===== config.mk =====
export PLATFORM = sky130hd
export DESIGN_NAME = fifo_burst_reader
export DESIGN_NICKNAME = d
export VERILOG_FILES = /design/src/rtl/fifo_burst_reader.sv
export SDC_FILE = /design/constraint.sdc
export NUM_CORES = 1
export LEC_CHECK = 0
export BUFFER_PORTS_ARGS = -buffer_cell sky130_fd_sc_hd__buf_2
export CORE_MARGIN = 8
export CORE_UTILIZATION = 38
export DETAILED_ROUTE_END_ITERATION = 7
export HOLD_SLACK_MARGIN = 0.02
export PLACE_DENSITY = 0.59
export SYNTH_ARGS = -nofsm -noshare
export SYNTH_HDL_FRONTEND = slang
export SYNTH_SLANG_ARGS = --single-unit

===== constraint.sdc =====
create_clock -name clockCore -period 2.1 [get_ports clockCore]
set_clock_uncertainty 0.2 [all_clocks]
set_input_delay 0.21 -clock clockCore [delete_from_list [all_inputs] [get_ports clockCore]]
set_output_delay 0.21 -clock clockCore [all_outputs]
set_load 0.02 [all_outputs]

===== src/rtl/fifo_burst_reader.sv =====
// Purpose : pop-side consumer for a show-ahead register FIFO; drains it in fixed
//           BURST_LEN bursts (or a short residual burst on flush) onto a registered
//           valid/ready/last stream toward the DMA TX path, one burst in flight.
// Latency : first beat valid 2 cycles after a qualifying fifoDepth is seen in IDLE;
//           back-to-back beats at full rate while txReady is held high.
// Backpressure: txReady low stalls the stream; txData/txLast hold and no pop is issued
//           until the held beat is accepted. An empty FIFO mid-burst just stalls.
// Ports:
//   clockCore, resetCore        rising-edge clock, async active-low reset
//   enable, flush               permit full bursts / 1-cycle residual drain request
//   fifoData/fifoEmpty/fifoDepth FIFO head word, empty flag, occupancy
//   fifoPop                     combinational pop strobe (head consumed this edge)
//   txData/txValid/txLast/txReady  registered output stream
//   burstDone, flushDone        1-cycle completion pulses
module fifo_burst_reader #(
  parameter int DATA_W    = 16,
  parameter int DEPTH_W   = 3,
  parameter int BURST_LEN = 4
) (
  input  logic               clockCore,
  input  logic               resetCore,
  input  logic               enable,
  input  logic               flush,
  input  logic [DATA_W-1:0]  fifoData,
  input  logic               fifoEmpty,
  input  logic [DEPTH_W-1:0] fifoDepth,
  output logic               fifoPop,
  output logic [DATA_W-1:0]  txData,
  output logic               txValid,
  output logic               txLast,
  input  logic               txReady,
  output logic               burstDone,
  output logic               flushDone
);

  localparam logic [1:0] IDLE  = 2'd0;
  localparam logic [1:0] BURST = 2'd1;
  localparam logic [1:0] DRAIN = 2'd2;

  localparam logic [DEPTH_W-1:0] BURST_LEN_W = DEPTH_W'(BURST_LEN);
  localparam logic [DEPTH_W-1:0] ONE_W       = DEPTH_W'(1);

  logic [1:0]         state;
  logic               flushPend;
  logic               flushBurst;   // current burst was started by a flush
  logic [DEPTH_W-1:0] beatCnt;
  logic [DEPTH_W-1:0] burstLen;

  logic               fullGo;
  logic               lastBeat;
  logic [DEPTH_W-1:0] residualLen;

  assign fullGo      = enable && (fifoDepth >= BURST_LEN_W);
  assign lastBeat    = (beatCnt == (burstLen - ONE_W));
  assign residualLen = (fifoDepth < BURST_LEN_W) ? fifoDepth : BURST_LEN_W;

  // Pop only when the output register is free or being emptied this edge, so a
  // stalled beat is never overwritten.
  assign fifoPop = (state == BURST) && !fifoEmpty && (!txValid || txReady);

  always_ff @(posedge clockCore or negedge resetCore) begin
    if (!resetCore) begin
      state      <= IDLE;
      flushPend  <= 1'b0;
      flushBurst <= 1'b0;
      beatCnt    <= '0;
      burstLen   <= '0;
      txData     <= '0;
      txValid    <= 1'b0;
      txLast     <= 1'b0;
      burstDone  <= 1'b0;
      flushDone  <= 1'b0;
    end else begin
      burstDone <= 1'b0;
      flushDone <= 1'b0;

      // Sticky request; a flush landing in the cycle the pending one retires is
      // absorbed by that retirement (the clear below wins).
      if (flush) begin
        flushPend <= 1'b1;
      end

      case (state)
        IDLE: begin
          if (fullGo) begin
            // Full burst wins over a pending flush, which stays armed.
            burstLen   <= BURST_LEN_W;
            beatCnt    <= '0;
            flushBurst <= 1'b0;
            state      <= BURST;
          end else if (flushPend) begin
            flushPend <= 1'b0;
            if (fifoDepth != '0) begin
              burstLen   <= residualLen;
              beatCnt    <= '0;
              flushBurst <= 1'b1;
              state      <= BURST;
            end else begin
              flushDone <= 1'b1;
            end
          end
        end

        BURST: begin
          if (fifoPop) begin
            txData  <= fifoData;
            txValid <= 1'b1;
            txLast  <= lastBeat;
            beatCnt <= beatCnt + ONE_W;
            if (lastBeat) begin
              state <= DRAIN;
            end
          end else if (txValid && txReady) begin
            txValid <= 1'b0;
          end
        end

        DRAIN: begin
          // Last beat is held in the output register; wait for its handshake.
          if (txValid && txReady) begin
            txValid    <= 1'b0;
            txLast     <= 1'b0;
            burstDone  <= 1'b1;
            flushDone  <= flushBurst;
            flushBurst <= 1'b0;
            state      <= IDLE;
          end
        end

        default: state <= IDLE;
      endcase
    end
  end

endmodule

After elaboration in Yosys (flattened, before gate mapping) --
Index checks and enable logic that the tools add are counted.
Operators by class: add/subtract/negate cells 2, order comparisons 2, eq/ne operators 8, muxes and demuxes 37, reduce and logical (&&, ||, !) cells 20
Operators with widths (number):
- $mux W3 | 8
- $mux W1 | 17
- $mux W2 | 6
- $reduce_bool A2 Y1 | 5
- $pmux W1 S2 | 4
- $reduce_and A4 Y1 | 2
- $ne A2 B2 Y1 const B | 3
- $ne A3 B3 Y1 const B | 2
- $pmux W2 S3 | 1
- $pmux W3 S2 | 1
- $reduce_and A3 Y1 | 2
- $reduce_and A5 Y1 | 1
- $logic_and A1 B1 Y1 | 4
- $add A3 B1 Y3 const B | 1
- $eq A3 B3 Y1 | 1
- $ge A3 B3 Y1 const B | 1
- $lt A3 B3 Y1 const B | 1
- $reduce_bool A3 Y1 | 1
- $sub A3 B1 Y3 const B | 1
- $eq A2 B1 Y1 const B | 1
- $eq A2 B2 Y1 const B | 1
- $logic_not A1 Y1 | 2
- $logic_not A2 Y1 | 1
- $reduce_and A2 Y1 | 1
- $logic_or A1 B1 Y1 | 1
Storage, ports and cells: register bits after elaboration 30, output and inout port bits 21, word-level logic and storage cells 79

Longest topological paths before layout --
Gate-level depths: netlist of run 1.
depth in word-level cells 5, depth in mapped cells 8

Worst setup path after synthesis of run 1 --
Ideal clock, no wire load.
path type reg2reg, start point register state[1], end point register txData[10], data arrival time 1519 ps, required time 1775 ps, setup slack 256 ps, stages on the path, launching flop included 8, clock period less this slack 1844 ps, path through dfrtp_1 -> inv_1 -> ha_1 -> buf_2 -> nand2b_1 -> nor2_1 -> buf_4 -> mux2_2
On the way: longest elaborated chain between the ends 4
RTL lines:
- start: declaration | RTL line 43 | logic [1:0] state;
- start signal: assignment | RTL line 63 | state <= IDLE;
- start signal: assignment | RTL line 90 | state <= BURST;
- start signal: assignment | RTL line 97 | state <= BURST;
- $eq A2 B1 Y1 | RTL line 59 | assign fifoPop = (state == BURST) && !fifoEmpty && (!txValid || txReady);
- $logic_and A1 B1 Y1 (2 in a row) | RTL line 59
- net fifoPop | RTL line 27 | output logic fifoPop,
- $reduce_and A2 Y1 (no source line)
- end signal: assignment | RTL line 106 | txData <= fifoData;
- end: declaration | RTL line 28 | output logic [DATA_W-1:0] txData,
The timed path passes the listed nets, and every way through them passes these cells. A chain may end at the register's enable or synchronous reset.

Final worst setup path of run 1 --
start point register state[1], end point output fifoPop
On the way: longest elaborated chain between the ends 3
RTL lines (RTL line):
- $eq A2 B1 Y1 | 59
- $logic_and A1 B1 Y1 (2 in a row) | 59
- end: declaration | 27
Every way passes these cells.

==> impl_metrics.yaml, run 1 <==
global_routing:
  antenna_found_initial: 0
  grt_usage_pct: 12.6
  grt_pass1_vias: 1286
  overflow: 0
  grt_pass1_wl_um: 6140
  grt_max_degree: 31
pwr:
  finalPower_mw: 3.02
  p_leak_nw: 0.982
  irDropWorstVdd_mv: 0.661
  power_density_mw_per_mm2: 1470
clock_network:
  tritoncts: "done"
  cts.sinks: 30
  cts_max_level: 2
  clkLatencyLatePin_ps: 280
  cts-root-buf: "clkbuf_8"
  cts_buffers: 5
  cts-resized-gates: 0
  clockBufferDepth: 2
  clk_pin_slew_ps: 60
sta:
  fin_crit_sh_pct: 93.9
  report.final.slew_viol_count: 0
  grt_setup_unrepaired: "no"
  tightest_slew_ps: 652
  relSlewSlack_pct: 56.5
  max_freq_mhz: 507
  finalCriticalPeriod_ps: 1970
  fin_tns_setup_ps: 0
  setup_viol: 0
  final-hold-violation-count: 0
hold_path:
  hold_depth: 3
  hold_path_class: "input pin to register"
  min_from: "fifoDepth[0]"
  min_to: "burstLen[0]$_DFFE_PN0P_"
setup_path:
  startpoint_type: "register"
  r2r_start: "burstLen[0]$_DFFE_PN0P_"
  cp_cell_sequence: "inv_1, ha_1, nand2b_1, nor2_1, buf_4, buf_2"
  ff2ff_setup_slack_ps: 200
  crit_arrival_ps: 1560
  crit_slowest_cell: "dfrtp_1"
  slowest_delay_ps: 400
  cp_max_fo: 8
  critical_path_class: "register to primary output"
  required_ps: 1690
  reg2regPathDepth: 6
  worstSetupEndpointType: "primary output"
  r2r_end: "state[0]$_DFFE_PN0P_"
place:
  io_buffers: 45
  globalplace.congestion: 0.810
  dp_hpwl_um: 2490
yosys:
  synth_xor_xnor_area_share_pct: 2.84
  seq_area_frac_synth_pct: 51.6
  ys_types: 36
  synth_warnings: 0
  synth.avg_cell_area_um2: 12.3
  synth_mux_area_share_pct: 16.0
  syn_inst: 118
  synth-simple-area-share_pct: 10.3
  ys_top_cells_by_area: "dfrtp_1, mux2_2, mux2_1"
  synth_top_family_by_area: "multiplexers"
  synth_top_area_share_pct: 51.6
  synth_largest_area_cell: "dfrtp_1"
  yosys.area_share.adder_pct: 4.30
  synth_area_mm2: 0.00145
  synth_compound_area_share_pct: 11.4
  synthesis.nets: 148
  ys_seq_elements: 30
flow_run:
  drv_cap: 0
floorplan:
  ios: 46
  design.core.area_mm2: 0.00366
  num_rows: 22
  dieArea_mm2: 0.00606
  die_w_um: 77.9
  initial_core_util_pct: 39.7
  fp.dieH_um: 77.9
drt:
  vias: 1183
  initialDrtViolationCount: 52
  routed.top_layer: "met4"
  drt_pass1_iterations: 4
  met2_wirelength_um: 1840
  drc_errors: 0
  avgRoutedWirePerCell_um: 15.1
  ant_nets: 0
  wl_met1_um: 1520
  via_per_inst: 4.93
  dr_wl_met3_um: 224
  finalWirelength_um: 3630
cells_and_area:
  area_delta_synth_final_pct: 40.8
  drive_gt1_share_pct: 37.0
  layout_common_cells: "buf_2, dfrtp_1, dlygate4sd3_1"
  fin_nets: 221
  mostFrequentLayoutCell: "buf_2"
  diodes: 0
outcome:
  status: "finished clean"
## cell type report
| type | instances | area [µm²] |
|---|---|---|
| inverters | 7 | 26.3 |
| clock inverters | 1 | 5.00 |
| flip-flops and latches | 30 | 751 |
| repair buffers | 70 | 465 |
| multi-input cells | 77 | 653 |
| fillers | 331 | 1610 |
| clock buffers | 7 | 86.3 |
| well taps | 48 | 60.1 |
## synth_stat cells, drive strengths merged
cell type  number
a21oi           1
dfrtp          30
o22a            1
buf             3
o2111a          1
a31oi           2
o31ai           1
nor3            1
nand2b          4
nand4           2
o2bb2ai         2
a211oi          1
clkbuf          1
nor2            4
xor3            1
nor2b           1
nor3b           2
a32o            2
and3            2
a2bb2oi         1
nand3           5
mux2           18
xnor2           2
nand2           6
a41oi           1
o21ai           5
ha              5
a22o            2
mux2i           3
inv             7
and2b           1
## stage by stage
stage	instance area (µm²)	cells	worst slack, ps	utilization, %	hold slack [ps]
floorplan	1450	118	256	-	-286
global placement	1750	211	320	47.7	72.6
detailed placement	1750	211	236	47.7	79.4
CTS	2050	240	106	55.9	21.4
global route	2050	240	1.85	55.9	40.3
finish	2050	240	129	55.9	19.6
## timing repair
action | in CTS | in global routing
setup buffers | 0 | 0
hold buffers | 21 | 0
hold endpoints to repair | 49 | 0
## how the worst max path moves through the flow
stage | endpoint | startpoint | cells after the start
floorplan | txData[10]$_DFFE_PN0P_ | state[1]$_DFFE_PN0P_ | 7
global placement | state[1]$_DFFE_PN0P_ | burstLen[0]$_DFFE_PN0P_ | 6
detailed placement | state[0]$_DFFE_PN0P_ | burstLen[0]$_DFFE_PN0P_ | 6
CTS | fifoPop | state[1]$_DFFE_PN0P_ | 6
global route | fifoPop | state[1]$_DFFE_PN0P_ | 6
finish | fifoPop | state[1]$_DFFE_PN0P_ | 6
## sequential cells by signal (all words and copies together), names as in the netlist
register / count
txData: 16
flushBurst: 1
txLast: 1
flushPend: 1
txValid: 1
state: 2
flushDone: 1
burstLen: 3
beatCnt: 3
burstDone: 1
## worst max-delay path, delay by kind of cell, from the launching register on
family	cells	cell delay [ps]
fa+ha+maj	1	180
buf+inv	3	450
flops	1	400
simple gates	2	250
## cells by family after synthesis
family / Yosys count
buf+inv: 11
simple gates: 28
fa+ha+maj: 5
xor+xnor: 3
mux: 21
compound gates: 20
flops: 30
## routing by layer
layer  vias to the layer above  track usage [%]
met2                        28             21.2
li1                        570                -
met5                         -                0
met3                         5             5.99
met4                         0             4.53
met1                       580             13.6
## where the power goes
part | switching (mW) | total, mW | internal (mW)
registers | 0.161 | 0.998 | 0.837
logic | 0.833 | 1.54 | 0.706
clock network | 0.217 | 0.481 | 0.264
total | 1.21 | 3.02 | 1.81
Note: power is estimated with default switching activity, not from simulation.
==> run 2: changes to the inputs <==
- PLACE_DENSITY: 0.59 -> 0.65
- clock period: 2.1 -> 2.19 ns (I/O delays scaled with it)
==> run 2 against run 1 <==
  * Sequential share of layout area is 0.18 points lower
  * Worst setup slack better by 91 ps
  * Global-route usage hardly changed
  * Total power is 4.8% lower
  * Final cell count is 0.42% higher
  * First-iteration DRC count is 46% lower
  * Flip-flop and latch count stayed put
  * Design area is 0.49% higher
  * Utilization is 0.27 points higher
  * Largest cell class unchanged
==> impl_metrics.yaml, run 2 (same netlist as run 1, synthesis figures left out) <==
sta:
  fin_tns_setup_ps: 0
  finalCriticalPeriod_ps: 1970
  grt_setup_unrepaired: "no"
  final-hold-violation-count: 0
  relSlewSlack_pct: 56.6
  max_freq_mhz: 508
  holdWs_ps: 54.1
  tightest_slew_ps: 651
  setup_ws_ps: 220
  setup_viol: 0
  fin_crit_sh_pct: 90.0
  report.final.slew_viol_count: 0
place:
  dp.cells: 211
  globalplace.congestion: 0.794
  dp_hpwl_um: 2550
  postPlaceCellArea_mm2: 0.00175
  io_buffers: 45
  post-place-ws_ps: 314
clock_network:
  clockBufferDepth: 2
  cts-root-buf: "clkbuf_8"
  clkLatencyLatePin_ps: 280
  post-cts-setup-buffer-count: 0
  tritoncts: "done"
  clk_pin_slew_ps: 60
  cts.sinks: 30
  cts_buffers: 5
  cts_max_level: 2
  cts-resized-gates: 0
cells_and_area:
  reg.largest.list: "txData (16), beatCnt (3), burstLen (3)"
  top_register: "txData"
  final_util_pct: 56.2
  area_delta_synth_final_pct: 41.5
  drive_gt1_share_pct: 36.8
  fin_nets: 222
  instances_no_fill: 241
  layout_common_cells: "buf_2, dfrtp_1, dlygate4sd3_1"
  largest_reg_flops: 16
  mostFrequentLayoutCell: "buf_2"
  final_cell_area_mm2: 0.00206
  diodes: 0
floorplan:
  die_w_um: 77.9
  ios: 46
  fp.dieH_um: 77.9
  dieArea_mm2: 0.00606
  num_rows: 22
  initial_core_util_pct: 39.7
  design.core.area_mm2: 0.00366
global_routing:
  antenna_found_initial: 0
  grt_pass1_vias: 1297
  grt_usage_pct: 12.7
  grt_max_degree: 31
  overflow: 0
  grt_pass1_wl_um: 6040
pwr:
  p_seq_share_pct: 33.0
  power_density_mw_per_mm2: 1400
  net-switching-power_mw: 1.14
  switching_share_pct: 39.7
  irDropWorstVdd_mv: 0.715
  finalPower_mw: 2.87
  p_leak_nw: 0.986
  combPwrFrac_pct: 51.3
  intPower_mw: 1.73
  pwr-share-clk_pct: 15.7
hold_path:
  min_to: "txValid$_DFFE_PN0P_"
  min_from: "txReady"
  hold_depth: 3
  hold_path_class: "input pin to register"
setup_path:
  worst-path-buf-inv: 3
  worstSetupEndpointType: "primary output"
  r2r_start: "burstLen[0]$_DFFE_PN0P_"
  crit_arrival_ps: 1550
  slowest_delay_ps: 400
  startpoint_type: "register"
  crit_family: "buffers and inverters"
  ff2ff_setup_slack_ps: 310
  reg2regPathDepth: 6
  cp_max_fo: 8
  r2r_end: "state[1]$_DFFE_PN0P_"
  critical_path_class: "register to primary output"
  crit_slowest_cell: "dfrtp_1"
  cp_cell_sequence: "inv_1, ha_1, nand2b_1, nor2_1, buf_4, buf_2"
  required_ps: 1770
drt:
  via_per_inst: 4.84
  drt_pass1_iterations: 4
  vias: 1167
  ant_nets: 0
  finalWirelength_um: 3540
  avgRoutedWirePerCell_um: 14.7
  initialDrtViolationCount: 28
  drc_errors: 0
outcome:
  status: "finished clean"
flow_run:
  drv_cap: 0
-- run 2: cell types whose count changed in the layout (fill, tap and decap cells not counted), sizes merged --
| cell | change |
|---|---|
| dlygate4sd3 | +1 |
-- run 2: how the worst max path moves through the flow --
stage / start / to / slack, ps / cells after the start
after global routing: state[1]$_DFFE_PN0P_ / fifoPop / 40 / 6
after CTS: state[1]$_DFFE_PN0P_ / fifoPop / 190 / 6
after floorplan: state[1]$_DFFE_PN0P_ / txData[10]$_DFFE_PN0P_ / 350 / 7
final: state[1]$_DFFE_PN0P_ / fifoPop / 220 / 6
after detailed placement: burstLen[0]$_DFFE_PN0P_ / state[1]$_DFFE_PN0P_ / 310 / 6
after global placement: state[1]$_DFFE_PN0P_ / txData[3]$_DFFE_PN0P_ / 410 / 6
-- run 2: power by group through the flow --
stage / logic [mW] / registers (mW) / clock network, mW
after floorplan: 0.820 / 1.14 / 0
after detailed placement: 1.44 / 0.958 / 0
after CTS: 1.49 / 0.954 / 0.470
after global routing: 1.61 / 0.986 / 0.498
after global placement: 1.40 / 0.944 / 0
final: 1.47 / 0.949 / 0.450
-- run 2: cell type report --
cell class / count / area, µm²
clock buffers: 7 / 86.3
clock inverters: 1 / 5.00
fillers: 323 / 1600
inverters: 7 / 26.3
multi-input cells: 77 / 653
flip-flops and latches: 30 / 751
well taps: 48 / 60.1
repair buffers: 71 / 475
-- run 2: per-layer routing --
metal / global-route usage (%) / part of all wire (%) / vias to the layer above
met4: 6.98 / 0.62 / 0
met1: 13.3 / 40 / 557
met5: 0 / 0 / -
met3: 4.95 / 7.1 / 2
met2: 21.2 / 52 / 36
li1: - / - / 572
-- run 2: timing repair --
| action | CTS | global route |
|---|---|---|
| endpoints found under the hold margin | 50 | 0 |
| hold buffers | 22 | 0 |
| endpoints found under the setup margin | 0 | 0 |
-- run 2: tightest hold or removal path, stage by stage --
cell and delay (ps):
buf_2 120, nand2_1 60, a32o_1 110
